`src/rtl/ram_arbiter.sv`:
```
// Round-robin arbiter sharing the data RAM between the CPU (port 0) and the
// debug/program loader (port 1); all outputs, including the RAM strobes, are registered.
module ram_arbiter #(
    parameter int unsigned AW   = 32,
    parameter int unsigned DW   = 32,
    parameter int unsigned WAIT = 1
) (
    input  logic          CLK,
    input  logic          nRST,
    input  logic          req0,
    input  logic          we0,
    input  logic [AW-1:0] addr0,
    input  logic [DW-1:0] wdata0,
    output logic          gnt0,
    output logic          done0,
    input  logic          req1,
    input  logic          we1,
    input  logic [AW-1:0] addr1,
    input  logic [DW-1:0] wdata1,
    output logic          gnt1,
    output logic          done1,
    output logic [DW-1:0] rdata,
    output logic          busy,
    output logic          mem_nRD,
    output logic          mem_nWR,
    output logic [AW-1:0] mem_addr,
    output logic [DW-1:0] mem_wdata,
    input  logic [DW-1:0] mem_rdata
);

    typedef enum logic [1:0] {StIdle, StAccess, StDone} state_e;

    localparam logic [3:0] CntInit = 4'(WAIT - 1);

    state_e        state_q, state_d;
    logic          last_q, last_d;
    logic          id_q, id_d;
    logic          we_q, we_d;
    logic [AW-1:0] addr_q, addr_d;
    logic [DW-1:0] wdata_q, wdata_d;
    logic [3:0]    cnt_q, cnt_d;
    logic [DW-1:0] rdata_q, rdata_d;

    logic          gnt0_q, gnt0_d, gnt1_q, gnt1_d;
    logic          done0_q, done0_d, done1_q, done1_d;
    logic          busy_q, busy_d;
    logic          mem_nrd_q, mem_nrd_d, mem_nwr_q, mem_nwr_d;
    logic [AW-1:0] mem_addr_q, mem_addr_d;
    logic [DW-1:0] mem_wdata_q, mem_wdata_d;

    logic          win;
    logic          sel_we;
    logic [AW-1:0] sel_addr;
    logic [DW-1:0] sel_wdata;

    // On a tie the requester that did not win last time gets the grant.
    always_comb begin
        win       = (req0 && req1) ? ~last_q : req1;
        sel_we    = win ? we1 : we0;
        sel_addr  = win ? addr1 : addr0;
        sel_wdata = win ? wdata1 : wdata0;
    end

    always_comb begin
        state_d     = state_q;
        last_d      = last_q;
        id_d        = id_q;
        we_d        = we_q;
        addr_d      = addr_q;
        wdata_d     = wdata_q;
        cnt_d       = cnt_q;
        rdata_d     = rdata_q;
        gnt0_d      = 1'b0;
        gnt1_d      = 1'b0;
        done0_d     = 1'b0;
        done1_d     = 1'b0;
        mem_nrd_d   = 1'b1;
        mem_nwr_d   = 1'b1;
        mem_addr_d  = '0;
        mem_wdata_d = '0;

        unique case (state_q)
            StIdle: begin
                if (req0 || req1) begin
                    id_d        = win;
                    last_d      = win;
                    we_d        = sel_we;
                    addr_d      = sel_addr;
                    wdata_d     = sel_wdata;
                    cnt_d       = CntInit;
                    state_d     = StAccess;
                    gnt0_d      = ~win;
                    gnt1_d      = win;
                    mem_nrd_d   = sel_we;
                    mem_nwr_d   = ~sel_we;
                    mem_addr_d  = sel_addr;
                    mem_wdata_d = sel_wdata;
                end
            end
            StAccess: begin
                if (cnt_q != 4'd0) begin
                    cnt_d       = cnt_q - 4'd1;
                    mem_nrd_d   = we_q;
                    mem_nwr_d   = ~we_q;
                    mem_addr_d  = addr_q;
                    mem_wdata_d = wdata_q;
                end else begin
                    // Last strobe cycle: RAM data is stable against the held address.
                    if (!we_q) begin
                        rdata_d = mem_rdata;
                    end
                    done0_d = ~id_q;
                    done1_d = id_q;
                    state_d = StDone;
                end
            end
            StDone: begin
                state_d = StIdle;
            end
            default: begin
                state_d = StIdle;
            end
        endcase

        busy_d = (state_d != StIdle);
    end

    always_ff @(posedge CLK or negedge nRST) begin
        if (!nRST) begin
            state_q     <= StIdle;
            last_q      <= 1'b1;
            id_q        <= 1'b0;
            we_q        <= 1'b0;
            addr_q      <= '0;
            wdata_q     <= '0;
            cnt_q       <= 4'd0;
            rdata_q     <= '0;
            gnt0_q      <= 1'b0;
            gnt1_q      <= 1'b0;
            done0_q     <= 1'b0;
            done1_q     <= 1'b0;
            busy_q      <= 1'b0;
            mem_nrd_q   <= 1'b1;
            mem_nwr_q   <= 1'b1;
            mem_addr_q  <= '0;
            mem_wdata_q <= '0;
        end else begin
            state_q     <= state_d;
            last_q      <= last_d;
            id_q        <= id_d;
            we_q        <= we_d;
            addr_q      <= addr_d;
            wdata_q     <= wdata_d;
            cnt_q       <= cnt_d;
            rdata_q     <= rdata_d;
            gnt0_q      <= gnt0_d;
            gnt1_q      <= gnt1_d;
            done0_q     <= done0_d;
            done1_q     <= done1_d;
            busy_q      <= busy_d;
            mem_nrd_q   <= mem_nrd_d;
            mem_nwr_q   <= mem_nwr_d;
            mem_addr_q  <= mem_addr_d;
            mem_wdata_q <= mem_wdata_d;
        end
    end

    assign gnt0      = gnt0_q;
    assign gnt1      = gnt1_q;
    assign done0     = done0_q;
    assign done1     = done1_q;
    assign busy      = busy_q;
    assign rdata     = rdata_q;
    assign mem_nRD   = mem_nrd_q;
    assign mem_nWR   = mem_nwr_q;
    assign mem_addr  = mem_addr_q;
    assign mem_wdata = mem_wdata_q;

    a_pulse_excl: assert property (@(posedge CLK) disable iff (!nRST)
        $onehot0({gnt0_q, gnt1_q, done0_q, done1_q}));
    a_strobe_excl: assert property (@(posedge CLK) disable iff (!nRST)
        mem_nrd_q || mem_nwr_q);

endmodule

```
`config.mk`:
```
export PLATFORM = sky130hd
export DESIGN_NAME = ram_arbiter
export DESIGN_NICKNAME = d
export VERILOG_FILES = /design/src/rtl/ram_arbiter.sv
export SDC_FILE = /design/constraint.sdc
export NUM_CORES = 1
export LEC_CHECK = 0
export CAP_MARGIN = 40
export CORE_MARGIN = 1.5
export CORE_UTILIZATION = 44
export DETAILED_ROUTE_END_ITERATION = 8
export HOLD_SLACK_MARGIN = 0.08
export PLACE_DENSITY_LB_ADDON = 0.2
export SLEW_MARGIN = 20
export SYNTH_ARGS = -nofsm -noshare
export SYNTH_HDL_FRONTEND = slang
export SYNTH_SLANG_ARGS = --single-unit
```
`constraint.sdc`:
```
create_clock -name CLK -period 2.5 [get_ports CLK]
set_input_delay 0.5 -clock CLK [delete_from_list [all_inputs] [get_ports CLK]]
set_output_delay 0.5 -clock CLK [all_outputs]
set_load 0.03 [all_outputs]
```
==> flow_metrics.env <==
export IMPL_outcome="finished clean"
export IMPL_synth_top_flop_cell="dfrtp_1"
export IMPL_cts_setup_buffers=0
export IMPL_gp_congestion=0.8520
export IMPL_groute_usage_overall_pct=23.97
export IMPL_fp_dieH_um=129.9
export IMPL_synthesis_nets=661
export IMPL_core_area_um2=15830
export IMPL_cts_path_max_buffers=2
export IMPL_initial_utilization_pct=44.79
export IMPL_deepest_level_of_the_cts_h_tree=4
export IMPL_synth_warning_count=0
export IMPL_placedCellCount=949
export IMPL_path_clk_slew_ps=60
export IMPL_timing_critical_path_fanout_max=32
export IMPL_grt_setup_unrepaired="false"
export IMPL_top_level_ports=269
export IMPL_dpl_hpwl_um=13980
export IMPL_utilization_pct=67.34
export IMPL_total_power_per_unit_cell_area_nw_per_um2=1220
export IMPL_layout_area_overhead_vs_synth_pct=50.35
export IMPL_cts_buffers_inserted=17
export IMPL_worst_setup_path_end_kind="flip-flop"
export IMPL_maxSlewViolCount=0
export IMPL_gate_count_after_technology_mapping=493
export IMPL_firstDrtPassIters=5
export IMPL_worst_slew_pin_slew_ps=673.7
export IMPL_setup_viol_count_final=0
export IMPL_post_layout_nonfiller_instances=981
export IMPL_clock_sinks=176
export IMPL_max_ir_drop_vdd_mv=0.6340
export IMPL_async_set_or_reset_flop_fraction_in_the_synthesized_netlist_pct=100.0
export IMPL_syn_area_per_cell_um2=14.38
export IMPL_startpoint_type="flip-flop"
export IMPL_critical_path_startpoint="cnt_q[0]"
export IMPL_insertedDiodeCount=0
export IMPL_fp_dieArea_um2=16880
export IMPL_r2r_start="cnt_q[0]"
export IMPL_ff_latch_area_um2=4408
export IMPL_sequential_area_share_after_synthesis_pct=62.18
export IMPL_max_slew_margin_rel_pct=54.99
export IMPL_timing_reg2reg_setup_slack_ps=200
export IMPL_post_cts_resized_instances=0
export IMPL_max_cap_violations=0
export IMPL_placement_rows=46
export IMPL_vias_in_the_first_global_route=5575
export IMPL_global_route_wire_length_before_repair_um=30660
export IMPL_num_fill_cells=1119
export IMPL_ant_nets=0
export IMPL_final_period_minus_worst_setup_slack_ps=2298
export IMPL_power_leakage_nw=4.833
export IMPL_synthDistinctLibCells=38
export IMPL_cts_root_buf="clkbuf_16"
export IMPL_setup_worst_path_class="reg2reg"
export IMPL_cp_data_required_time_ps=2800
export IMPL_syn_cell_area_um2=7089
export IMPL_post_route_drc_count=0
export IMPL_die_w_um=129.9
export IMPL_clkLatencyLatePin_ps=420
export IMPL_timing_reg2reg_worst_path_depth=6
export IMPL_fin_total_pwr_mw=13.01
export IMPL_cp_slowest_stage_delay_ps=500
export IMPL_wl_per_cell_um=20.64
export IMPL_worst_setup_path_endpoint="rdata[30]"
export IMPL_synth_seq_cells=176
export IMPL_r2r_end="rdata[30]"
export IMPL_port_buffer_count=268
export IMPL_finClkSkew_ps=6.742
export IMPL_gr_total_overflow=0
export IMPL_crit_slowest_cell="or3_2"
export IMPL_critPathArrivalTime_ps=2600
export IMPL_route_detailed_vias_per_inst=5.777
export IMPL_drive_gt1_share_pct=12.29
export IMPL_post_route_period_util_pct=91.94
export IMPL_multi_input_gate_area_in_the_final_layout_um2=2474
export IMPL_final_setup_tns_ps=0
export IMPL_hold_class="reg2reg"
export IMPL_dr_first_iter_drc_count=437
export IMPL_cp_cell_sequence="inv_1 > ha_1 > or3b_4 > or3_2 > buf_12 > mux2_4"
export IMPL_fin_nets=921
export IMPL_drt_wl_total_um=20250
export IMPL_cts_tree="yes"
export IMPL_max_freq_mhz=435.1
export IMPL_via_count=5667
export IMPL_hold_viol_final=0
export IMPL_number_of_antenna_violations_at_the_first_check_in_global_routing=0
export IMPL_grt_max_degree=57
export IMPL_synth_enable_flop_cells=0
## cell type report
class                           count  area share (%)
Sequential cell                   176           41.35
Timing Repair Buffer              287           27.36
Multi-Input combinational cell    268           23.21
Clock buffer                       19           4.155
Tap cell                          216           2.536
Clock inverter                     12           1.279
Inverter                            3          0.1056
## power breakdown
| part | leakage [nW] | switching [mW] | internal (mW) |
|---|---|---|---|
| clock network | 0.264 | 1.11 | 1.50 |
| logic | 2.36 | 2.98 | 2.76 |
| registers | 2.21 | 0.606 | 4.04 |
| total | 4.83 | 4.70 | 8.30 |
## flip-flops by register name (all words and copies together) (netlist names), 2 cells and up
register   flops
addr_q        32
cnt_q          4
mem_addr      32
mem_wdata     32
rdata         32
state_q        2
wdata_q       32
## placed cells by master (no fill, tap or decap), types with 2 or more instances in the layout
cell             instances
a21o_1                   2
ha_1                     2
nand2b_1                 2
nor2b_1                  2
dfrtp_1                173
mux2_4                  30
clkinvlp_4               6
nor2_1                   3
inv_1                    3
buf_4                   11
o21ai_0                  6
mux2_2                   2
nor3_1                   2
mux2i_1                  3
a221o_1                124
nor2_4                   2
and3_1                  63
or2_2                    2
clkbuf_16               17
nand2_1                  2
buf_12                   7
a2bb2oi_1                2
clkdlybuf4s50_1        267
a21oi_1                  2
inv_6                    2
bufinv_16                2
dfstp_2                  3
o2bb2ai_1                2
## worst min-delay path by stage
stage | start | end | slack (ps) | cells after the start
2_1_floorplan | nRST | addr_q[0] | 200 | 0
3_3_place_gp | id_q | done0 | 470 | 1
3_5_place_dp | id_q | done0 | 450 | 1
4_1_cts | id_q | done0 | 470 | 1
5_1_grt | id_q | done0 | 490 | 1
6_report | id_q | done0 | 470 | 1
## worst max-delay path: cells and delay by family (launching register included)
family	cells	cell delay, ps
adders and majority gates	1	200
DFF	1	380
buffers and inverters	2	330
and+or+nand+nor	2	920
muxes	1	330
## repair_timing
item / in CTS / in global routing
endpoints found under the setup margin: 0 / 0
endpoints found under the hold margin: 51 / 0
hold buffers: 1 / 0
## cells by family after synthesis
family	synth area share, %
DFF	62.18
AOI/OAI and AO/OA	19.45
and+or+nand+nor	7.377
buffers and inverters	3.424
muxes	7.095
adders and majority gates	0.3529
xor gates and xnor gates	0.1236
## stage by stage
| stage | cell area, um2 | hold WS (ps) | setup slack [ps] |
|---|---|---|---|
| 2_1_floorplan | 7089 | 204.4 | 442.8 |
| 3_3_place_gp | 10070 | 466.9 | 336.1 |
| 3_5_place_dp | 10070 | 454.2 | 220.2 |
| 4_1_cts | 10660 | 469.7 | 211.2 |
| 5_1_grt | 10660 | 488.8 | 141.9 |
| 6_report | 10660 | 469.7 | 201.6 |
## Yosys cell counts, types with 2 or more instances
master / instances / area share, %
a21o_1: 2 / 0.21
a21oi_1: 2 / 0.14
a221o_1: 124 / 18
a2bb2oi_1: 2 / 0.25
and3_1: 64 / 5.6
buf_1: 2 / 0.11
buf_12: 3 / 0.85
buf_2: 2 / 0.14
clkbuf_1: 38 / 2.0
dfrtp_1: 173 / 61
dfstp_2: 3 / 1.1
ha_1: 2 / 0.35
inv_1: 3 / 0.16
mux2_2: 2 / 0.32
mux2_4: 30 / 6.4
mux2i_1: 3 / 0.42
nand2_1: 3 / 0.16
nand2b_1: 2 / 0.18
nor2_1: 5 / 0.26
nor2b_1: 2 / 0.18
nor3_1: 2 / 0.14
o21ai_0: 6 / 0.42
o2bb2ai_1: 2 / 0.25
or2_2: 2 / 0.18
## per-layer routing
layer | vias up | track usage, % | routed length [um]
met5 | - | 0 | 0
met1 | 2877 | 30.61 | 8185
li1 | 2481 | - | -
met4 | 0 | 9.608 | 614
met3 | 42 | 5.412 | 1317
met2 | 267 | 39.84 | 10130
No activity file was read; power rests on OpenSTA's default activity.
